$ cat config.mk
export PLATFORM = sky130hd
export DESIGN_NAME = mp_add_seq
export DESIGN_NICKNAME = d
export VERILOG_FILES = /design/src/rtl/mp_add_seq.sv
export SDC_FILE = /design/constraint.sdc
export NUM_CORES = 1
export LEC_CHECK = 0
export BUFFER_PORTS_ARGS = -buffer_cell sky130_fd_sc_hd__buf_4
export CAP_MARGIN = 5
export CORE_MARGIN = 2
export CORE_UTILIZATION = 55
export DETAILED_ROUTE_END_ITERATION = 16
export PLACE_DENSITY = 0.79
export SETUP_SLACK_MARGIN = 0.05
export SLEW_MARGIN = 10
export SYNTH_ARGS = -nofsm -noshare
export SYNTH_HDL_FRONTEND = slang
export SYNTH_SLANG_ARGS = --single-unit
$ cat constraint.sdc
create_clock -name clk -period 5.7 [get_ports clk]
set_clock_uncertainty 0.2 [all_clocks]
set_input_delay 0 -clock clk [delete_from_list [all_inputs] [get_ports clk]]
set_output_delay 0 -clock clk [all_outputs]
set_load 0.01 [all_outputs]
$ cat src/rtl/mp_add_seq.sv
`default_nettype none
// ============================================================================
// Module   : mp_add_seq
// Purpose  : Multi-precision add/subtract sequencer. An N-bit operand pair
//            (N = LIMB_W*WORDS) is pushed through a single LIMB_W-bit ripple
//            slice one limb per cycle, least-significant limb first. The carry
//            between limbs is chained through a register. The full result is
//            returned with carry/borrow, zero and signed-overflow flags.
// Ports    : clk, rst_n            - clock, asynchronous active-low reset
//            start/ready           - request handshake (ready only in IDLE)
//            sub, cin, op_a, op_b  - operation, carry/borrow-in, operands
//            abort                 - cancel an in-flight operation
//            res_valid/res_ready   - result handshake
//            result, cout, zero, ovf - N-bit result and flags
// Revision : 1.0 - initial release
// ============================================================================
module mp_add_seq #(
    parameter int LIMB_W = 16,
    parameter int WORDS  = 4
) (
    input  logic                      clk,
    input  logic                      rst_n,
    input  logic                      start,
    output logic                      ready,
    input  logic                      sub,
    input  logic                      cin,
    input  logic [LIMB_W*WORDS-1:0]   op_a,
    input  logic [LIMB_W*WORDS-1:0]   op_b,
    input  logic                      abort,
    output logic                      res_valid,
    input  logic                      res_ready,
    output logic [LIMB_W*WORDS-1:0]   result,
    output logic                      cout,
    output logic                      zero,
    output logic                      ovf
);

    localparam int N  = LIMB_W * WORDS;
    localparam int CW = (WORDS > 1) ? $clog2(WORDS) : 1;

    localparam logic [1:0]    c_IDLE = 2'd0;
    localparam logic [1:0]    c_RUN  = 2'd1;
    localparam logic [1:0]    c_DONE = 2'd2;
    localparam logic [CW-1:0] c_LAST = CW'(WORDS - 1);

    logic [1:0]        r_state;
    logic [1:0]        w_state_next;

    logic [N-1:0]      r_a;
    logic [N-1:0]      r_b;        // already inverted for subtraction
    logic              r_carry;    // carry chained between limbs
    logic              r_sub;
    logic [CW-1:0]     r_cnt;      // limb currently in the slice
    logic [N-1:0]      r_result;
    logic              r_cout;
    logic              r_zero;
    logic              r_ovf;

    logic [LIMB_W-1:0] w_a_limb;
    logic [LIMB_W-1:0] w_b_limb;
    logic [LIMB_W:0]   w_sum;
    logic [N-1:0]      w_result_next;
    logic              w_last;

    // ------------------------------------------------------------------
    // Limb select and the shared ripple slice
    // ------------------------------------------------------------------
    always_comb begin
        w_a_limb      = '0;
        w_b_limb      = '0;
        for (int i = 0; i < WORDS; i++) begin
            if (r_cnt == CW'(i)) begin
                w_a_limb = r_a[i*LIMB_W +: LIMB_W];
                w_b_limb = r_b[i*LIMB_W +: LIMB_W];
            end
        end
    end

    assign w_sum  = {1'b0, w_a_limb} + {1'b0, w_b_limb} + {{LIMB_W{1'b0}}, r_carry};
    assign w_last = (r_cnt == c_LAST);

    // Result with the current limb merged in; used for the limb write and,
    // on the last limb, for the zero flag so it covers the complete word.
    always_comb begin
        w_result_next = r_result;
        for (int i = 0; i < WORDS; i++) begin
            if (r_cnt == CW'(i)) begin
                w_result_next[i*LIMB_W +: LIMB_W] = w_sum[LIMB_W-1:0];
            end
        end
    end

    // ------------------------------------------------------------------
    // State machine
    // ------------------------------------------------------------------
    always_ff @(posedge clk or negedge rst_n) begin
        if (!rst_n) begin
            r_state <= c_IDLE;
        end else begin
            r_state <= w_state_next;
        end
    end

    always_comb begin
        w_state_next = r_state;
        case (r_state)
            c_IDLE: begin
                // abort is ignored here, so start always wins
                if (start) begin
                    w_state_next = c_RUN;
                end
            end
            c_RUN: begin
                if (abort) begin
                    w_state_next = c_IDLE;
                end else if (w_last) begin
                    w_state_next = c_DONE;
                end
            end
            c_DONE: begin
                if (abort || res_ready) begin
                    w_state_next = c_IDLE;
                end
            end
            default: begin
                w_state_next = c_IDLE;
            end
        endcase
    end

    // ------------------------------------------------------------------
    // Datapath registers
    // ------------------------------------------------------------------
    always_ff @(posedge clk or negedge rst_n) begin
        if (!rst_n) begin
            r_a      <= '0;
            r_b      <= '0;
            r_carry  <= 1'b0;
            r_sub    <= 1'b0;
            r_cnt    <= '0;
            r_result <= '0;
            r_cout   <= 1'b0;
            r_zero   <= 1'b0;
            r_ovf    <= 1'b0;
        end else begin
            case (r_state)
                c_IDLE: begin
                    if (start) begin
                        // Subtraction runs as A + ~B + ~borrow_in
                        r_a     <= op_a;
                        r_b     <= sub ? ~op_b : op_b;
                        r_carry <= sub ? ~cin : cin;
                        r_sub   <= sub;
                        r_cnt   <= '0;
                    end
                end
                c_RUN: begin
                    if (!abort) begin
                        r_result <= w_result_next;
                        r_carry  <= w_sum[LIMB_W];
                        r_cnt    <= r_cnt + CW'(1);
                        if (w_last) begin
                            // Top limb signs (B already inverted for sub)
                            // give the N-bit signed overflow directly.
                            r_cout <= r_sub ? ~w_sum[LIMB_W] : w_sum[LIMB_W];
                            r_zero <= (w_result_next == '0);
                            r_ovf  <= (w_a_limb[LIMB_W-1] == w_b_limb[LIMB_W-1]) &&
                                      (w_sum[LIMB_W-1] != w_a_limb[LIMB_W-1]);
                        end
                    end
                end
                default: begin
                end
            endcase
        end
    end

    assign ready     = (r_state == c_IDLE);
    assign res_valid = (r_state == c_DONE);
    assign result    = r_result;
    assign cout      = r_cout;
    assign zero      = r_zero;
    assign ovf       = r_ovf;

endmodule
`default_nettype wire

==> summary.txt, run 1 <==
STA
  • Min Tclk post-route: 4.99 ns
  • RSZ-0062 raised after global routing: false
  • Final period util: 0.876
  • Worst slew pin tran: 1.04 ns
  • Final max-slew violation count: 0
  • Hold Fails Final Rpt: 0
  • Setup total negative slack: 0 ns
  • FMAX: 200 MHz
  • Slew margin rel.: 0.306
  • Setup ws final: 0.707 ns
  • # setup viols final: 0

Logic synthesis
  • Synth unique cells: 61
  • Synth warnings: 0
  • Syn_nets: 1203
  • Largest family of logic cells by synthesized area: compound AO/OA/AOI/OAI gates
  • Top cells by area, synth: dfrtp_1, mux2_2, xnor2_1, o21ai_0, a21oi_1
  • Post-synth top area cell: dfrtp_1
  • Post-Synth Adder-Cell Area: 0.0273
  • Flops & latches, synth: 201
  • Post-Synth XOR/XNOR Area: 0.0704
  • Fraction of registers with async set or reset after synthesis: 1.00
  • Mapped Cells: 1047
  • Mux cell area share after synthesis: 0.0786
  • Post-synthesis area per instance: 9.71 um2
  • Synthesized cell area: 10200 um2
  • Top-area cell type share of the netlist area: 0.495
  • EDFF count, synth: 0
  • Register area share after synthesis: 0.495
  • Post-synthesis simple-gate area fraction: 0.123
  • Predominant post-synthesis flop cell: dfrtp_1
  • Compound-cell area share of the yosys netlist: 0.174

Routing
  • Pre-antenna DRT Iters: 5
  • Detail Route Antenna Nets: 0
  • Via count: 9617
  • Total wire length: 34.9 mm
  • DR DRC count: 0
  • Post-DR vias/cell: 5.93
  • Routed length per placed instance: 21.5 um
  • Initial drt markers: 894

Final layout
  • Nets@finish: 1533
  • Final Cell Area: 14200 um2
  • Syn-to-layout area delta: 39.9%
  • Finished Layout Cells: 1623
  • Commonest non-fill, non-tap cell in the layout: buf_4
  • Most frequent cells in the layout: buf_4, dfrtp_1, dlygate4sd3_1
  • Layout cells sized above 1: 0.249

Critical path
  • FF-to-FF path depth: 21
  • CP arrival: 5.20 ns
  • Worst Setup SP: r_cnt[0]$_DFFE_PN0P_
  • Crit end category: flop
  • WP data required: 5.91 ns
  • Critical path class: flop to flop
  • R2R setup slack: 0.71 ns
  • Reg2reg start: r_cnt[0]$_DFFE_PN0P_
  • Reg2reg end: zero$_DFFE_PN0P_
  • Worst Setup Start Kind: flop
  • Crit path max fanout: 31
  • Crit path to: zero$_DFFE_PN0P_

Clock network
  • Post CTS Setup Buffer Count: 0
  • Clock transition at the registers of the reported paths: 0.07 ns
  • Worst skew pair latency: 0.51 ns
  • Max Root-Sink Buffers: 3
  • H-tree Lvls: 1
  • Clock sink total: 201
  • Inserted Clock Buffers: 21
  • Clock Tree Root: clkbuf_16
  • CTS tree: yes

Place
  • RD Place Congestion: 0.921
  • Placed cells: 1426
  • DP Area: 11900 um2
  • Port buffer count: 203
  • Placement Setup Slack: 0.855 ns
  • Dpl hpwl: 20.6 mm

Floorplan
  • Die Ht: 140 um
  • Overall die width: 140 um
  • Die area: 19600 um2
  • Initial Util: 0.564
  • Core Region: 18000 um2
  • Site Rows: 49
  • I/O pins: 204

Global routing
  • First-pass GRT wire length: 53.9 mm
  • Total GRT Usage: 0.352
  • Antenna violations before repair: 2
  • Largest net degree at the start of global routing: 173
  • Grt total ovfl: 0
  • Number of global-route vias before repair: 9700

Job
  • Max_cap viols: 0

Worst hold path
  • Worst min-delay path category: input port to flop

Status
  • Status: completed
[kinds of logic after synthesis]
family | count (synthesis)
AOI/OAI and AO/OA | 300
xor gates and xnor gates | 80
adders and majority gates | 21
buffers and inverters | 84
DFF | 201
muxes | 71
and+or+nand+nor | 290
[sequential cells by signal, indices dropped and copies added (netlist names)]
| name | cells |
|---|---|
| cout | 1 |
| ovf | 1 |
| r_a | 64 |
| r_b | 64 |
| r_carry | 1 |
| r_cnt | 2 |
| r_state | 2 |
| r_sub | 1 |
| result | 64 |
| zero | 1 |
[repair_timing]
item / 4_1_cts / 5_1_grt
endpoints found under the setup margin: 0 / 0
resized for setup: 0 / 0
endpoints found under the hold margin: 203 / 0
hold buffers: 157 / 0
[critical path, stage by stage (launching register included)]
cell and delay (ns):
dfrtp_1 0.44, inv_1 0.13, ha_1 0.19, inv_2 0.07, nor2_2 0.16, buf_12 0.21
a22oi_1 0.09, nor2_1 0.09, a21oi_1 0.05, o21ai_0 0.27, fa_1 0.25, inv_1 0.07
fa_1 0.71, nand2b_1 0.09, a221o_1 0.27, nor3b_1 0.23, o2111ai_1 0.15, a2111oi_0 0.36
and4_1 0.26, o221a_1 0.21, nand4_1 0.15, o31ai_2 0.25
[cell type report]
class / instances / area (um2)
diodes: 2 / 5.00
inverters: 13 / 48.8
clock buffers: 29 / 596
multi-input cells: 762 / 4820
well taps: 229 / 287
clock inverters: 9 / 126
flip-flops and latches: 201 / 5030
fillers: 1138 / 3810
repair buffers: 378 / 3300
[stage by stage]
step / utilization / hold WS, ns
after floorplan: - / -0.496
after global placement: 0.660 / -0.159
after detailed placement: 0.660 / -0.163
after CTS: 0.788 / 0.0688
after global routing: 0.789 / 0.0752
final: 0.789 / 0.0688
[cells in the mapped netlist, types with 5 or more instances]
library cell / n
dfrtp_1: 201
nand2_1: 108
xnor2_1: 72
xor2_1: 6
a31oi_1: 7
a21oi_1: 106
nor4_1: 7
nor3_1: 10
o21a_1: 5
clkbuf_1: 49
o21ai_0: 109
a22oi_1: 33
buf_1: 14
a21o_1: 5
nand3_1: 7
nand2b_1: 5
buf_2: 8
mux2_2: 71
inv_1: 12
nor2_1: 120
ha_1: 19
[layer usage]
metal  global-route usage  wire length [um]
met5                    0                 0
met2                0.598             17300
met3               0.0537              2550
met1                0.429             12700
met4                0.204              2360
[worst min path at each step]
stage	startpoint	to	slack (ns)	depth (start not counted)
finish	op_a[63]	r_a[63]$_DFFE_PN0P_	0.07	3
detailed placement	rst_n	result[0]$_DFFE_PN0P_	-0.16	1
global placement	rst_n	result[0]$_DFFE_PN0P_	-0.16	1
global route	op_a[56]	r_a[56]$_DFFE_PN0P_	0.08	3
floorplan	rst_n	cout$_DFFE_PN0P_	-0.50	0
CTS	op_a[58]	r_a[58]$_DFFE_PN0P_	0.07	3
Power of run 1 is left out: the tool's default activity adds up to more than one toggle a clock period on the data nets, which glitch-free logic cannot reach.
==> run 2: changes to the inputs <==
CORE_UTILIZATION = 30   (was 55)
GPL_TIMING_DRIVEN = 1   (was default)
PLACE_DENSITY = 0.48   (was 0.79)
RECOVER_POWER = 25   (was default)
==> run 2 against run 1 <==
  * The flow now finishes with violations (max-capacitance violations, max-slew violations)
  * Sequential share of layout area rose by 0.35 points
  * Worst hold slack got worse by 0.015 ns
  * Setup slack improved by 0.11 ns
  * Routed wire length fell by 2.3%
  * Core utilization fell by 37 points
  * Count of clock-buffer cells in the layout rose by 3
  * First-iteration DRC count fell by 39%
  * Cell count rose by 13%
  * Register-to-register slack improved by 0.11 ns
  * Global-route usage fell by 16 points
  * Critical endpoint unchanged
  * Highest routed layer unchanged
==> summary.txt, run 2 (synthesis gave the netlist of run 1 again) <==
Critical path
  • Worst Setup Start Kind: flop
  • Delay of the slowest critical-path stage: 0.55 ns
  • Reg2reg start: r_cnt[0]$_DFFE_PN0P_
  • Crit-path most repeated cell: a21oi_1
  • Crit end category: flop
  • FF-to-FF path depth: 15
  • Critical path class: flop to flop
  • R2R setup slack: 0.82 ns
  • Reg2reg end: zero$_DFFE_PN0P_
  • WP data required: 5.93 ns
  • Crit path max fanout: 38
  • Critical path's slowest cell: ha_2
  • CP arrival: 5.11 ns
  • Critical-path cell list: inv_1 > ha_2 > buf_4 > a21oi_1 > o21ai_0 > ha_1 > a21oi_1 > o2bb2ai_1 > o2111ai_1 > and4b_1 > a21oi_2 > xnor2_2 > nand4b_1 > a221o_1 > o31ai_2

Clock network
  • H-tree Lvls: 1
  • Clock Tree Root: clkbuf_16
  • CTS tree: yes
  • Clock transition at the registers of the reported paths: 0.06 ns
  • Max Root-Sink Buffers: 3
  • Post-CTS Resized: 0
  • Inserted Clock Buffers: 24
  • Clock sink total: 201
  • Worst skew pair latency: 0.52 ns

STA
  • Hold Fails Final Rpt: 0
  • RSZ-0062 raised after global routing: false
  • Setup total negative slack: 0 ns
  • Min Tclk post-route: 4.88 ns
  • FMAX: 205 MHz
  • Worst slew pin tran: 3.35 ns
  • Slew margin rel.: -1.23
  • Final max-slew violation count: 60
  • # setup viols final: 0
  • Worst hold slack: 0.0542 ns
  • Setup ws final: 0.819 ns
  • Final period util: 0.856

Routing
  • Pre-antenna DRT Iters: 5
  • Post-DR vias/cell: 4.85
  • Routed length per placed instance: 18.6 um
  • Via count: 8871
  • DR DRC count: 0
  • Total wire length: 34.1 mm
  • Detail Route Antenna Nets: 0
  • Initial drt markers: 548

Final layout
  • Nets@finish: 1526
  • Filler cells: 3363
  • Most frequent cells in the layout: dfrtp_1, buf_4, dlygate4sd3_1
  • Commonest non-fill, non-tap cell in the layout: dfrtp_1
  • N_diodes: 0
  • Syn-to-layout area delta: 38.5%
  • Layout cells sized above 1: 0.211

Floorplan
  • I/O pins: 204
  • Initial Util: 0.304
  • Die Ht: 188 um
  • Overall die width: 188 um
  • Die area: 35400 um2
  • Site Rows: 67
  • Core Region: 33400 um2

Global routing
  • Met3 usage: 0.0305
  • Met1 Track Usage GR: 0.256
  • Top Usage Layer GRT: met2
  • Antenna violations before repair: 0
  • First-pass GRT wire length: 52.4 mm
  • Grt total ovfl: 0
  • GR Util met2: 0.316
  • Number of global-route vias before repair: 8954
  • Largest net degree at the start of global routing: 137
  • Total GRT Usage: 0.191

Place
  • Port buffer count: 203
  • Dpl hpwl: 24.0 mm
  • RD Place Congestion: 0.835
  • Placement Setup Slack: 0.864 ns

Worst hold path
  • Hold depth: 3
  • Worst min-delay path category: input port to flop
  • Min-Delay Endpoint: r_a[53]$_DFFE_PN0P_
  • Worst Hold Launch: op_a[53]

Job
  • Max_cap viols: 1

Status
  • Failing checks: max-capacitance violations, max-slew violations
  • Status: finished, violations left
[run 2: changes by cell type in the layout (fill, tap and decap cells not counted), sizes merged]
cell	previous run	this run
clkbuf	30	92
buf	221	167
dlygate4sd3	156	141
bufinv	3	0
clkinv	4	6
diode	2	0
clkinvlp	1	0
inv	14	13
[run 2: worst max-delay path by stage]
stage	start	end	slack, ns	cells after the start
2_1_floorplan	r_cnt[1]$_DFFE_PN0P_	zero$_DFFE_PN0P_	1.16	20
3_3_place_gp	r_cnt[0]$_DFFE_PN0P_	zero$_DFFE_PN0P_	0.85	16
3_5_place_dp	r_cnt[0]$_DFFE_PN0P_	zero$_DFFE_PN0P_	0.86	16
4_1_cts	r_cnt[0]$_DFFE_PN0P_	zero$_DFFE_PN0P_	0.82	16
5_1_grt	r_cnt[1]$_DFFE_PN0P_	zero$_DFFE_PN0P_	0.37	19
6_report	r_cnt[0]$_DFFE_PN0P_	zero$_DFFE_PN0P_	0.82	15
[run 2: worst max-delay path: cells and delay by family (launching register included)]
family / cells / cell delay, ns
XOR/XNOR: 1 / 0.39
AO/OA/AOI/OAI: 8 / 1.82
flip-flops: 1 / 0.41
AND/OR/NAND/NOR: 2 / 0.45
buffers and inverters: 2 / 0.54
adder cells (fa/ha/maj): 2 / 0.93
[run 2: layout make-up]
type	instances	area [um2]	area share
well taps	448	561	0.0398
clock buffers	32	671	0.0476
inverters	13	48.8	0.00347
clock inverters	6	45.0	0.00320
multi-input cells	762	4820	0.342
repair buffers	368	2900	0.206
flip-flops and latches	201	5030	0.357
[run 2: per-layer routing]
layer  routed length [um]  vias up  share of wire
met1                15100     4249           0.44
met4                 1100        0          0.032
met5                    0        -              0
met3                 1780       52          0.052
met2                16100      261           0.47
li1                     -     4309              -
[run 2: per-stage QoR]
step	util	std cells	instance area, um2
global route	0.421	1830	14100
finish	0.421	1830	14100
detailed placement	0.364	1650	12200
CTS	0.428	1830	14300
floorplan	-	1047	10200
global placement	0.364	1650	12200
[run 2: what timing repair did]
| item | 4_1_cts | 5_1_grt |
|---|---|---|
| hold buffers | 142 | 0 |
| setup buffers | 0 | 0 |
| endpoints found under the hold margin | 193 | 0 |
Power of run 2 is left out for the same reason.
